File: src/rtl/str_sqrt_fx.sv
// Streaming fixed-point square root with root and remainder; BPS root bits are resolved per registered stage, and RND adds a round/saturate stage.
// Latency is ceil((RW+FW)/BPS) cycles, plus one when RND=1. Every stage uses valid/ready, and iready is combinational from oready.
module str_sqrt_fx #(
    parameter int RW  = 8,
    parameter int FW  = 4,
    parameter int BPS = 2,
    parameter int RND = 0,
    parameter int UW  = 1
) (
    input  logic                   clk,
    input  logic                   rst,
    input  logic [2*RW-1:0]        num,
    input  logic [UW-1:0]          iuser,
    input  logic                   ilast,
    input  logic                   ivalid,
    output logic                   iready,
    output logic [RW+FW-1:0]       sqrt,
    output logic [2*(RW+FW)-1:0]   rem,
    output logic                   sat,
    output logic [UW-1:0]          ouser,
    output logic                   olast,
    output logic                   ovalid,
    input  logic                   oready
);
    localparam int TW  = RW + FW;
    localparam int RMW = 2 * TW;
    localparam int NS  = (TW + BPS - 1) / BPS;

    if (BPS < 1 || BPS > TW) begin : g_bad_bps
        $fatal(1, "str_sqrt_fx: BPS=%0d outside 1..%0d", BPS, TW);
    end

    logic [NS-1:0][RMW-1:0] st_rem;
    logic [NS-1:0][TW-1:0]  st_root;
    logic [NS-1:0][UW-1:0]  st_user;
    logic [NS-1:0]          st_last;
    logic [NS-1:0]          st_vld;
    logic [NS-1:0]          st_rdy;
    logic                   down_rdy;

    assign iready = st_rdy[0];

    for (genvar k = 0; k < NS; k++) begin : g_stg
        localparam int HI = TW - 1 - k * BPS;
        localparam int LO = (HI - BPS + 1 > 0) ? HI - BPS + 1 : 0;

        logic [RMW-1:0] rem_in, rem_d, rem_q, sub;
        logic [TW-1:0]  root_in, root_d, root_q;
        logic [UW-1:0]  user_in, user_q;
        logic           last_in, last_q, vld_in, vld_q;

        if (k == 0) begin : g_src
            assign rem_in  = RMW'(num) << (2 * FW);
            assign root_in = '0;
            assign user_in = iuser;
            assign last_in = ilast;
            assign vld_in  = ivalid;
        end else begin : g_src
            assign rem_in  = st_rem[k-1];
            assign root_in = st_root[k-1];
            assign user_in = st_user[k-1];
            assign last_in = st_last[k-1];
            assign vld_in  = st_vld[k-1];
        end

        // Restoring steps: trial subtrahend is (root + 2^b)^2 - root^2.
        always_comb begin
            rem_d  = rem_in;
            root_d = root_in;
            sub    = '0;
            for (int b = HI; b >= LO; b--) begin
                sub = (RMW'(root_d) << (b + 1)) | (RMW'(1) << (2 * b));
                if (rem_d >= sub) begin
                    rem_d     = rem_d - sub;
                    root_d[b] = 1'b1;
                end
            end
        end

        // A stage can accept when any stage from here to the output has a hole, or the sink is ready.
        assign st_rdy[k] = down_rdy | ~(&st_vld[NS-1:k]);

        always_ff @(posedge clk) begin
            if (rst) begin
                vld_q  <= 1'b0;
                rem_q  <= '0;
                root_q <= '0;
                user_q <= '0;
                last_q <= 1'b0;
            end else if (st_rdy[k]) begin
                vld_q <= vld_in;
                if (vld_in) begin
                    rem_q  <= rem_d;
                    root_q <= root_d;
                    user_q <= user_in;
                    last_q <= last_in;
                end
            end
        end

        assign st_rem[k]  = rem_q;
        assign st_root[k] = root_q;
        assign st_user[k] = user_q;
        assign st_last[k] = last_q;
        assign st_vld[k]  = vld_q;
    end

    if (RND != 0) begin : g_rnd
        logic [TW-1:0]  r_in, sqrt_q;
        logic [RMW-1:0] rm_in, rem_q;
        logic [UW-1:0]  user_q;
        logic           up, ovf, sat_q, last_q, vld_q;

        assign r_in  = st_root[NS-1];
        assign rm_in = st_rem[NS-1];
        // N is an integer, so N > R^2 + R exactly when the root is nearer R+1.
        assign up    = rm_in > RMW'(r_in);
        assign ovf   = &r_in;
        assign down_rdy = oready | ~vld_q;

        always_ff @(posedge clk) begin
            if (rst) begin
                vld_q  <= 1'b0;
                sqrt_q <= '0;
                rem_q  <= '0;
                sat_q  <= 1'b0;
                user_q <= '0;
                last_q <= 1'b0;
            end else if (down_rdy) begin
                vld_q <= st_vld[NS-1];
                if (st_vld[NS-1]) begin
                    sqrt_q <= up ? (ovf ? '1 : r_in + 1'b1) : r_in;
                    sat_q  <= up & ovf;
                    rem_q  <= rm_in;
                    user_q <= st_user[NS-1];
                    last_q <= st_last[NS-1];
                end
            end
        end

        assign sqrt   = sqrt_q;
        assign rem    = rem_q;
        assign sat    = sat_q;
        assign ouser  = user_q;
        assign olast  = last_q;
        assign ovalid = vld_q;
    end else begin : g_trunc
        assign down_rdy = oready;
        assign sqrt     = st_root[NS-1];
        assign rem      = st_rem[NS-1];
        assign sat      = 1'b0;
        assign ouser    = st_user[NS-1];
        assign olast    = st_last[NS-1];
        assign ovalid   = st_vld[NS-1];
    end
endmodule
File: config.mk
export PLATFORM = sky130hd
export DESIGN_NAME = str_sqrt_fx
export DESIGN_NICKNAME = d
export VERILOG_FILES = /design/src/rtl/str_sqrt_fx.sv
export SDC_FILE = /design/constraint.sdc
export NUM_CORES = 1
export LEC_CHECK = 0
export ABC_AREA = 0
export ABC_CLOCK_PERIOD_IN_PS = 14340
export BUFFER_PORTS_ARGS = -buffer_cell sky130_fd_sc_hd__buf_4
export CAP_MARGIN = 20
export CORE_MARGIN = 3
export CORE_UTILIZATION = 30
export CTS_CLUSTER_SIZE = 28
export DETAILED_ROUTE_END_ITERATION = 10
export PLACE_DENSITY = 0.5
export SLEW_MARGIN = 20
export SYNTH_ARGS = -nofsm -noshare
export SYNTH_HDL_FRONTEND = slang
export SYNTH_SLANG_ARGS = --single-unit
File: constraint.sdc
create_clock -name clk -period 14.34 [get_ports clk]
set_input_delay 0.717 -clock clk [delete_from_list [all_inputs] [get_ports clk]]
set_output_delay 0.717 -clock clk [all_outputs]
set_load 0.05 [all_outputs]
==> flow_metrics.py, run 1 <==
metrics = {
    "status": {
        "status": "completed",
    },
    "clock_tree": {
        "cts_tree": "done",
        "post_cts_buffers": 0,
        "cts_buffers": 17,
        "cts_hold_buf": 0,
        "clockRootBuffer": "clkbuf_16",
        "cts_resized": 0,
        "clock_latency_ns": 0.45,
        "h-tree-depth": 4,
        "cts_max_path_buffers": 2,
        "clock_sinks": 164,
        "clk_pin_slew_ns": 0.08,
    },
    "placed_design": {
        "place_congestion": 0.8423,
        "dp_hpwl_mm": 26.00,
        "io_buffer_count": 61,
    },
    "finish": {
        "layout_commonest_cell": "nand2_1",
        "fin_nets": 1671,
        "area_delta_synth_final_pct": 12.73,
        "layout_common_cells": "nand2_1 (254), a21oi_1 (164), dfxtp_1 (164)",
        "n_antenna_cell": 0,
        "final_layout_size_suffix_gt1_share_pct": 9.810,
    },
    "power": {
        "leakagePower_uw": 0.005120,
        "ir_drop_mv": 0.08906,
        "powerDensity_nw_per_um2": 148.9,
        "total_power_uw": 1954,
    },
    "worst_setup_path": {
        "crit_start": "g_stg[4].root_q[3]$_SDFFE_PP0P_",
        "worst_ep_required_time_ns": 14.66,
        "cp_cell_sequence": "inv_1, ha_1, a211oi_1, o211ai_1, a21oi_1, inv_2, o21ai_0, ha_1, a21o_1, a211oi_1, o21ai_0, a211oi_1, nor3b_2, nand4b_1, buf_4, a22oi_1, a21oi_1",
        "worst_path_max_delay_cell": "a21oi_1",
        "crit_top_cell": "a211oi_1",
        "path_max_fanout": 16,
        "critPathMaxStageDelay_ns": 0.84,
        "r2r_start": "g_stg[4].root_q[3]$_SDFFE_PP0P_",
        "path_delay_family": "compound AO/OA/AOI/OAI gates",
        "critPathBufInv": 3,
        "endpoint_kind": "flop",
        "start_kind": "flop",
        "crit_arrival_ns": 6.38,
        "critPathKind": "flop to flop",
    },
    "synth": {
        "synth_ff_type": "dfxtp_1",
        "synthDistinctLibCells": 90,
        "synth.avg_cell_area_um2": 7.519,
        "yosysWarnings": 0,
        "syn-num-nets": 1652,
        "synth_edf_count": 0,
        "ys_seq_area_share_pct": 28.21,
        "synthArstFlopShare_pct": 0,
        "syn_area_um2": 11640,
        "synth-seq-cells": 164,
        "netlist_instances": 1548,
    },
    "routing": {
        "routed_wl_mm": 33.78,
        "route.detailed.drc": 0,
        "vias_per_cell": 5.202,
        "first_iter_violations": 512,
        "vias": 10880,
        "antenna_left": 0,
        "wire_per_inst_um": 16.16,
        "drt_pass1_iterations": 6,
    },
    "floorplanning": {
        "core-area_um2": 37930,
        "ioPinCount": 63,
        "die_h_um": 203.0,
        "fp-row-count": 71,
        "die-area_um2": 41190,
        "initial_core_util_pct": 30.68,
        "chipWidth_um": 203.0,
    },
    "worst_hold_path": {
        "min-delay-start": "g_stg[2].last_q$_SDFFE_PP0P_",
        "hold_path.class": "flop to flop",
    },
    "timing": {
        "rsz0062_at_grt": "no",
        "hold_viol_final": 0,
        "fin_tns_setup_ns": 0,
        "fin_skew_ns": 0.01293,
        "tightestPinTransition_ns": 0.9988,
        "fin_crit_sh_pct": 42.29,
        "setup_viol": 0,
        "slew_viol_final": 0,
        "slew_headroom_pct": 33.42,
        "finalCriticalPeriod_ns": 6.064,
        "max_freq_mhz": 164.9,
    },
    "global_routing": {
        "grt_max_degree": 62,
        "grt_pass1_vias": 10620,
        "grt_usage_pct": 16.60,
        "overflow": 0,
        "antenna_found_initial": 0,
        "grt_pass1_wl_mm": 56.14,
    },
    "flow_run": {
        "max_cap_violations": 0,
    },
}
[routing by layer]
metal  wire (um)  global-route usage, %  vias to the layer above
met5           0                      0                        -
met4         597                  4.380                        0
met3         797                  2.662                       29
met2       16390                  28.73                      120
met1       15990                  21.48                     5108
li1            -                      -                     5621
[worst reg2reg max path: stages (launching register included)]
cell and delay, ns:
dfxtp_1 0.42, inv_1 0.09, ha_1 0.24, a211oi_1 0.39, o211ai_1 0.24, a21oi_1 0.85, inv_2 0.29, o21ai_0 0.36
ha_1 0.33, a21o_1 0.21, a211oi_1 0.42, o21ai_0 0.25, a211oi_1 0.31, nor3b_2 0.48, nand4b_1 0.43, buf_4 0.35
a22oi_1 0.20, a21oi_1 0.09
[state kept, by name, summed over array words and instances, names as in the netlist]
register and count:
g_stg.rem_q 82, g_stg.root_q 30, rem 23, sqrt 11, g_stg.last_q 5, g_stg.user_q 5, g_stg.vld_q 5, olast 1
ouser 1, ovalid 1
[stage by stage]
stage	instances	area (um2)	util (%)	setup slack, ns	hold WS [ns]
floorplan	1548	11640	-	9.626	0.4319
global placement	2059	12540	33.05	8.442	0.4397
detailed placement	2059	12540	33.05	8.381	0.4439
CTS	2091	13120	34.59	8.315	0.4540
global route	2091	13120	34.59	7.671	0.4765
finish	2091	13120	34.59	8.276	0.4501
[report_power, final]
group	internal [uW]	switching, uW	total (uW)	leakage [uW]
combinational	396	601	996	0.00351
sequential	473	21.0	494	0.00133
clock	250	214	464	0.000280
total	1120	836	1950	0.00512
[synth_stat cells (6+ instances only)]
| cell type | n | share of area, % |
|---|---|---|
| a211oi_1 | 28 | 1.8 |
| a21o_1 | 25 | 1.6 |
| a21oi_1 | 164 | 7.1 |
| a311o_1 | 8 | 0.69 |
| a31oi_1 | 29 | 1.6 |
| and2_1 | 13 | 0.70 |
| and3_1 | 6 | 0.32 |
| buf_1 | 8 | 0.26 |
| buf_2 | 6 | 0.26 |
| clkbuf_1 | 56 | 1.8 |
| dfxtp_1 | 164 | 28 |
| ha_1 | 80 | 8.6 |
| inv_1 | 72 | 2.3 |
| mux2_2 | 7 | 0.68 |
| mux2i_1 | 25 | 2.2 |
| nand2_1 | 254 | 8.2 |
| nand2b_1 | 15 | 0.81 |
| nand3_1 | 59 | 2.5 |
| nand3b_1 | 6 | 0.39 |
| nand4_1 | 20 | 1.1 |
| nor2_1 | 93 | 3.0 |
| nor2b_1 | 15 | 0.81 |
| nor3_1 | 27 | 1.2 |
| nor4_1 | 18 | 0.97 |
| o211ai_1 | 19 | 1.2 |
| o21a_1 | 15 | 0.97 |
| o21ai_0 | 78 | 3.4 |
| o21ai_1 | 13 | 0.56 |
| o21bai_1 | 6 | 0.39 |
| or2_2 | 13 | 0.70 |
| or3_1 | 11 | 0.59 |
| or4_1 | 9 | 0.58 |
| xnor2_1 | 38 | 2.9 |
| xor2_1 | 28 | 2.1 |
[logic make-up (layout without fill, tap and decap cells)]
group / Yosys count / after routing / synth area share (%)
DFF: 164 / 164 / 28.21
adders and majority gates: 82 / 82 / 8.944
muxes: 33 / 33 / 2.924
and+or+nand+nor: 593 / 593 / 24.66
xor gates and xnor gates: 66 / 66 / 4.967
other: 1 / 1 / 0.03222
buffers and inverters: 151 / 183 / 5.096
AOI/OAI and AO/OA: 458 / 458 / 25.17
[path summary, 6_finish.rpt]
path | end | slack (ns) | cells past startpoint
worst max-delay path | rem[16]$_SDFFE_PP0P_ | 8.28 | 17
worst min-delay path | g_stg[3].last_q$_SDFFE_PP0P_ | 0.45 | 2
worst max register to register | rem[16]$_SDFFE_PP0P_ | 8.28 | 17
worst min register to register | g_stg[3].last_q$_SDFFE_PP0P_ | 0.45 | 2
[layout make-up]
| cell class | count | area [um2] |
|---|---|---|
| fill | 4089 | 24810 |
| inverter | 76 | 285.3 |
| multi-input combinational | 1233 | 7767 |
| timing repair buffer | 75 | 563.0 |
| tap | 511 | 639.4 |
| clock inverter | 13 | 138.9 |
| sequential | 164 | 3283 |
| clock buffer | 19 | 442.9 |
No activity file was read; power rests on OpenSTA's default activity.
==> run 2, diff against run 1 <==
- ABC_CLOCK_PERIOD_IN_PS: 14340 -> 5900
- clock period: 14.34 -> 5.9 ns (I/O delays scaled with it)
==> run 2 against run 1 <==
Net effect: clock skew shrank 0.0012 ns; combinational power grew 140%; first-iteration DRC count shrank 0.98%; global-route usage shrank 0.43 points; die area is the same; utilization grew 0.19 points; largest power group unchanged; clock-buffer cell count is the same; wire length shrank 0.60%; worst hold slack lost 0.34 ns.
==> flow_metrics.py, run 2 (synthesis results as in run 1) <==
metrics = {
    "floorplanning": {
        "fp-row-count": 71,
        "core-area_um2": 37930,
        "die-area_um2": 41190,
        "die_h_um": 203.0,
        "chipWidth_um": 203.0,
        "ioPinCount": 63,
        "initial_core_util_pct": 30.68,
    },
    "worst_setup_path": {
        "path_delay_family": "simple AND/OR/NAND/NOR gates",
        "worst_ep_required_time_ns": 6.20,
        "worst_path_max_delay_cell": "nor4_1",
        "critPathBufInv": 1,
        "path_max_fanout": 9,
        "start_kind": "flop",
        "crit_arrival_ns": 5.77,
        "critPathKind": "flop to flop",
        "endpoint_kind": "flop",
        "critPathMaxStageDelay_ns": 0.65,
        "crit_top_cell": "nand2_1",
        "cp_cell_sequence": "nor4_1, or3b_1, nor2b_4, and3_1, buf_4, nand2_1, nand2_1, ha_1, a21o_1, a21oi_1, o21ai_0, o221a_2, a2111oi_4, a21boi_2, nand2_1, nor2_1, a211oi_1",
    },
    "timing": {
        "setup_viol": 0,
        "max_freq_mhz": 182.8,
        "rsz0062_at_grt": "no",
        "fin_skew_ns": 0.01177,
        "slew_viol_final": 0,
        "tightestPinTransition_ns": 0.9718,
        "fin_crit_sh_pct": 92.70,
        "fin_tns_setup_ns": 0,
        "hold_viol_final": 0,
        "finalCriticalPeriod_ns": 5.469,
        "slew_headroom_pct": 35.15,
    },
    "finish": {
        "layout_commonest_cell": "nand2_1",
        "multi_input_comb_area_um2": 7767,
        "seq_area_um2": 3283,
        "layout_common_cells": "nand2_1 (254), a21oi_1 (164), dfxtp_1 (164)",
        "area_delta_synth_final_pct": 13.35,
        "largest_register_ffs": 82,
        "largest_register": "g_stg.rem_q",
        "n_antenna_cell": 0,
        "fillers": 4148,
        "final_cell_count_no_fill": 2099,
        "final_layout_size_suffix_gt1_share_pct": 10.26,
        "postLayoutCoreUtil_pct": 34.78,
        "fin_nets": 1680,
    },
    "global_routing": {
        "grt_max_degree": 58,
        "antenna_found_initial": 0,
        "grt_pass1_wl_mm": 55.00,
        "grt_pass1_vias": 10440,
        "overflow": 0,
        "grt_usage_pct": 16.18,
    },
    "routing": {
        "routed_wl_mm": 33.58,
        "vias": 10880,
        "wire_per_inst_um": 16.00,
        "vias_per_cell": 5.182,
        "antenna_left": 0,
        "first_iter_violations": 507,
        "route.detailed.drc": 0,
        "drt_pass1_iterations": 5,
    },
    "power": {
        "ir_drop_mv": 0.2104,
        "leakagePower_uw": 0.005171,
        "powerDensity_nw_per_um2": 362.2,
    },
    "clock_tree": {
        "post_cts_buffers": 0,
        "clk_pin_slew_ns": 0.07,
        "cts_buffers": 17,
        "clock_latency_ns": 0.44,
        "clock_sinks": 164,
        "cts_tree": "done",
        "cts_max_path_buffers": 2,
        "h-tree-depth": 4,
        "clockRootBuffer": "clkbuf_16",
        "cts_hold_buf": 0,
        "cts_resized": 0,
    },
    "placed_design": {
        "place_congestion": 0.8598,
        "io_buffer_count": 61,
        "place_inst": 2068,
        "dp_hpwl_mm": 25.95,
    },
    "worst_hold_path": {
        "hold_path.class": "input port to flop",
    },
    "flow_run": {
        "max_cap_violations": 0,
    },
    "status": {
        "status": "completed",
    },
}
[run 2: worst paths after layout]
path | depth (start not counted) | end | slack (ns) | startpoint
worst min-delay path | 3 | g_stg[0].user_q$_SDFFE_PP0P_ | 0.11 | iuser
worst max-delay path | 17 | g_stg[4].rem_q[6]$_SDFFE_PP0P_ | 0.43 | g_stg[3].rem_q[16]$_SDFFE_PP0P_
worst max register to register | 17 | g_stg[4].rem_q[6]$_SDFFE_PP0P_ | 0.43 | g_stg[3].rem_q[16]$_SDFFE_PP0P_
worst min register to register | 2 | g_stg[4].last_q$_SDFFE_PP0P_ | 0.45 | g_stg[3].last_q$_SDFFE_PP0P_
[run 2: per-stage QoR]
step,area (um2),hold slack [ns],worst slack (ns),power [uW]
after global routing,13190,0.1085,0.01549,5167
after CTS,13190,0.08624,0.4413,4810
after detailed placement,12610,0.4438,0.4989,3643
final,13190,0.1065,0.4306,4779
after global placement,12610,0.4374,0.5335,3636
after floorplan,11640,0.4310,1.186,3143
[run 2: layout make-up]
| cell class | instances | area share (%) |
|---|---|---|
| Clock buffer | 19 | 3.357 |
| Clock inverter | 12 | 1.091 |
| Inverter | 76 | 2.162 |
| Multi-Input combinational cell | 1233 | 58.88 |
| Sequential cell | 164 | 24.89 |
| Tap cell | 511 | 4.846 |
| Timing Repair Buffer | 84 | 4.780 |
[run 2: report_power, final]
part,total [uW],switching (uW),internal [uW]
logic,2440,1460,981
clock network,1140,498,644
registers,1200,50.6,1150
[run 2: metal layers]
layer / global-route usage, % / vias up / part of all wire, %
met2: 28.55 / 125 / 49
met3: 2.068 / 17 / 2.0
met1: 21.17 / 5115 / 48
met4: 3.341 / 0 / 0.93
li1: - / 5621 / -
met5: 0 / - / 0
[run 2: worst min-delay path, cell delays in order]
cell,delay [ns]
buf_4,0.11
nand2_1,0.05
a21oi_1,0.05
==> run 3, diff against run 2 <==
- ABC_CLOCK_PERIOD_IN_PS: 5900 -> not set
- CORE_UTILIZATION: 30 -> 63
- PLACE_DENSITY: 0.5 -> 0.87
==> run 3 against run 2 <==
Net effect: final cell count fell by 13%; sequential power barely moved; clock power fell by 4%; combinational power barely moved; largest power group unchanged.
==> flow_metrics.py, run 3 (synthesis results as in run 1) <==
metrics = {
    "placed_design": {
        "place_congestion": 0.9401,
        "place_area_um2": 12240,
        "dp_hpwl_mm": 22.85,
        "io_buffer_count": 61,
    },
    "global_routing": {
        "busiest_layer": "met2",
        "grt_max_degree": 74,
        "overflow": 0,
        "met1_usage_pct": 37.53,
        "grt_pass1_vias": 10710,
        "grt_usage_pct": 29.88,
        "use_met3_pct": 4.584,
        "antenna_found_initial": 0,
        "grt_pass1_wl_mm": 50.28,
        "grt_use_met2_pct": 51.80,
    },
    "status": {
        "status": "completed",
    },
    "power": {
        "ir_drop_mv": 0.2521,
        "leakagePower_uw": 0.005150,
        "powerDensity_nw_per_um2": 370.9,
    },
    "worst_setup_path": {
        "cp_cell_sequence": "nor4_1, or3b_1, nor2b_4, and3_1, buf_4, nand2_1, nand2_1, ha_1, a21o_1, a21oi_1, o21ai_0, o221a_2, a2111oi_4, a21boi_2, nand4_4, mux2i_1, a21oi_1",
        "critPathMaxStageDelay_ns": 0.65,
        "crit_arrival_ns": 5.64,
        "path_max_fanout": 14,
        "endpoint_kind": "flop",
        "critPathKind": "flop to flop",
        "worst_ep_required_time_ns": 6.21,
        "worst_path_max_delay_cell": "nor4_1",
        "start_kind": "flop",
    },
    "floorplanning": {
        "fp-row-count": 49,
        "core-area_um2": 18090,
        "die-area_um2": 20140,
        "ioPinCount": 63,
        "initial_core_util_pct": 64.35,
        "chipWidth_um": 141.9,
        "die_h_um": 141.9,
    },
    "routing": {
        "vias": 11520,
        "wire_per_inst_um": 17.00,
        "routed_wl_mm": 30.87,
        "antenna_left": 0,
        "drt_pass1_iterations": 6,
        "route.detailed.drc": 0,
        "vias_per_cell": 6.344,
        "first_iter_violations": 945,
    },
    "timing": {
        "finalCriticalPeriod_ns": 5.335,
        "fin_skew_ns": 0.01027,
        "fin_tns_setup_ns": 0,
        "setup_viol": 0,
        "max_freq_mhz": 187.5,
        "hold_viol_final": 0,
        "slew_headroom_pct": 40.03,
        "slew_viol_final": 0,
        "rsz0062_at_grt": "no",
        "fin_crit_sh_pct": 90.42,
        "tightestPinTransition_ns": 0.8986,
    },
    "worst_hold_path": {
        "hold_path.class": "input port to flop",
    },
    "clock_tree": {
        "cts_tree": "done",
        "cts_buffers": 17,
        "clock_sinks": 164,
        "cts_max_path_buffers": 2,
        "clockRootBuffer": "clkbuf_16",
        "clk_pin_slew_ns": 0.07,
        "h-tree-depth": 4,
        "clock_latency_ns": 0.44,
    },
    "finish": {
        "design_area_um2": 12830,
        "largest_register": "g_stg.rem_q",
        "final_layout_size_suffix_gt1_share_pct": 10.27,
        "largest_register_ffs": 82,
        "area_delta_synth_final_pct": 10.28,
        "n_antenna_cell": 0,
        "layout_commonest_cell": "nand2_1",
        "layout_common_cells": "nand2_1 (254), dfxtp_1 (164), a21oi_1 (163)",
        "fin_nets": 1678,
    },
    "flow_run": {
        "max_cap_violations": 0,
    },
}
-- run 3: worst max-delay path: cells and delay by family, from the launching register on --
family	cells	cell delay, ns
buffers and inverters	1	0.22
adder cells (fa/ha/maj)	1	0.25
AO/OA/AOI/OAI	7	2.04
multiplexers	1	0.27
AND/OR/NAND/NOR	7	2.02
flip-flops	1	0.39
-- run 3: area by class of cell --
class | instances | area, um2
inverters | 76 | 285.3
repair buffers | 82 | 615.6
flip-flops and latches | 164 | 3283
multi-input cells | 1233 | 7779
well taps | 229 | 286.5
fillers | 1444 | 5251
clock inverters | 15 | 160.2
clock buffers | 17 | 425.4
-- run 3: metrics by stage --
| step | instances | setup slack [ns] | util [%] | hold WS [ns] | power, uW |
|---|---|---|---|---|---|
| after floorplan | 1548 | 1.186 | - | 0.4310 | 3143 |
| after global placement | 1784 | 0.5157 | 67.67 | 0.4381 | 3553 |
| after detailed placement | 1784 | 0.3769 | 67.67 | 0.4449 | 3608 |
| after CTS | 1816 | 0.2991 | 70.90 | 0.1001 | 4716 |
| after global routing | 1816 | 0.1334 | 70.97 | 0.1078 | 5065 |
| final | 1816 | 0.5653 | 70.97 | 0.1077 | 4760 |
-- run 3: worst paths after layout --
check | start | endpoint | slack [ns] | cells after the start
setup / recovery | g_stg[3].rem_q[16]$_SDFFE_PP0P_ | g_stg[4].rem_q[10]$_SDFFE_PP0P_ | 0.57 | 17
hold / removal | num[8] | g_stg[0].rem_q[16]$_SDFFE_PP0P_ | 0.11 | 3
hold reg to reg | g_stg[1].last_q$_SDFFE_PP0P_ | g_stg[2].last_q$_SDFFE_PP0P_ | 0.45 | 2
setup reg to reg | g_stg[3].rem_q[16]$_SDFFE_PP0P_ | g_stg[4].rem_q[10]$_SDFFE_PP0P_ | 0.57 | 17
-- run 3: power by group --
| group | internal, uW | leakage (uW) | switching [uW] |
|---|---|---|---|
| Sequential | 1150 | 0.00133 | 48.8 |
| Combinational | 986 | 0.00354 | 1480 |
| Clock | 565 | 0.000277 | 529 |
-- run 3: repair_timing --
item / in CTS / in global routing
setup endpoints to repair: 0 / 22
resized for setup: 0 / 2
setup buffers: 0 / 0
hold buffers: 0 / 0
-- run 3: per-layer routing --
metal | share of wire, % | vias to the layer above
met5 | 0 | -
met1 | 42 | 5416
met3 | 5.4 | 75
li1 | - | 5641
met4 | 2.7 | 0
met2 | 50 | 388
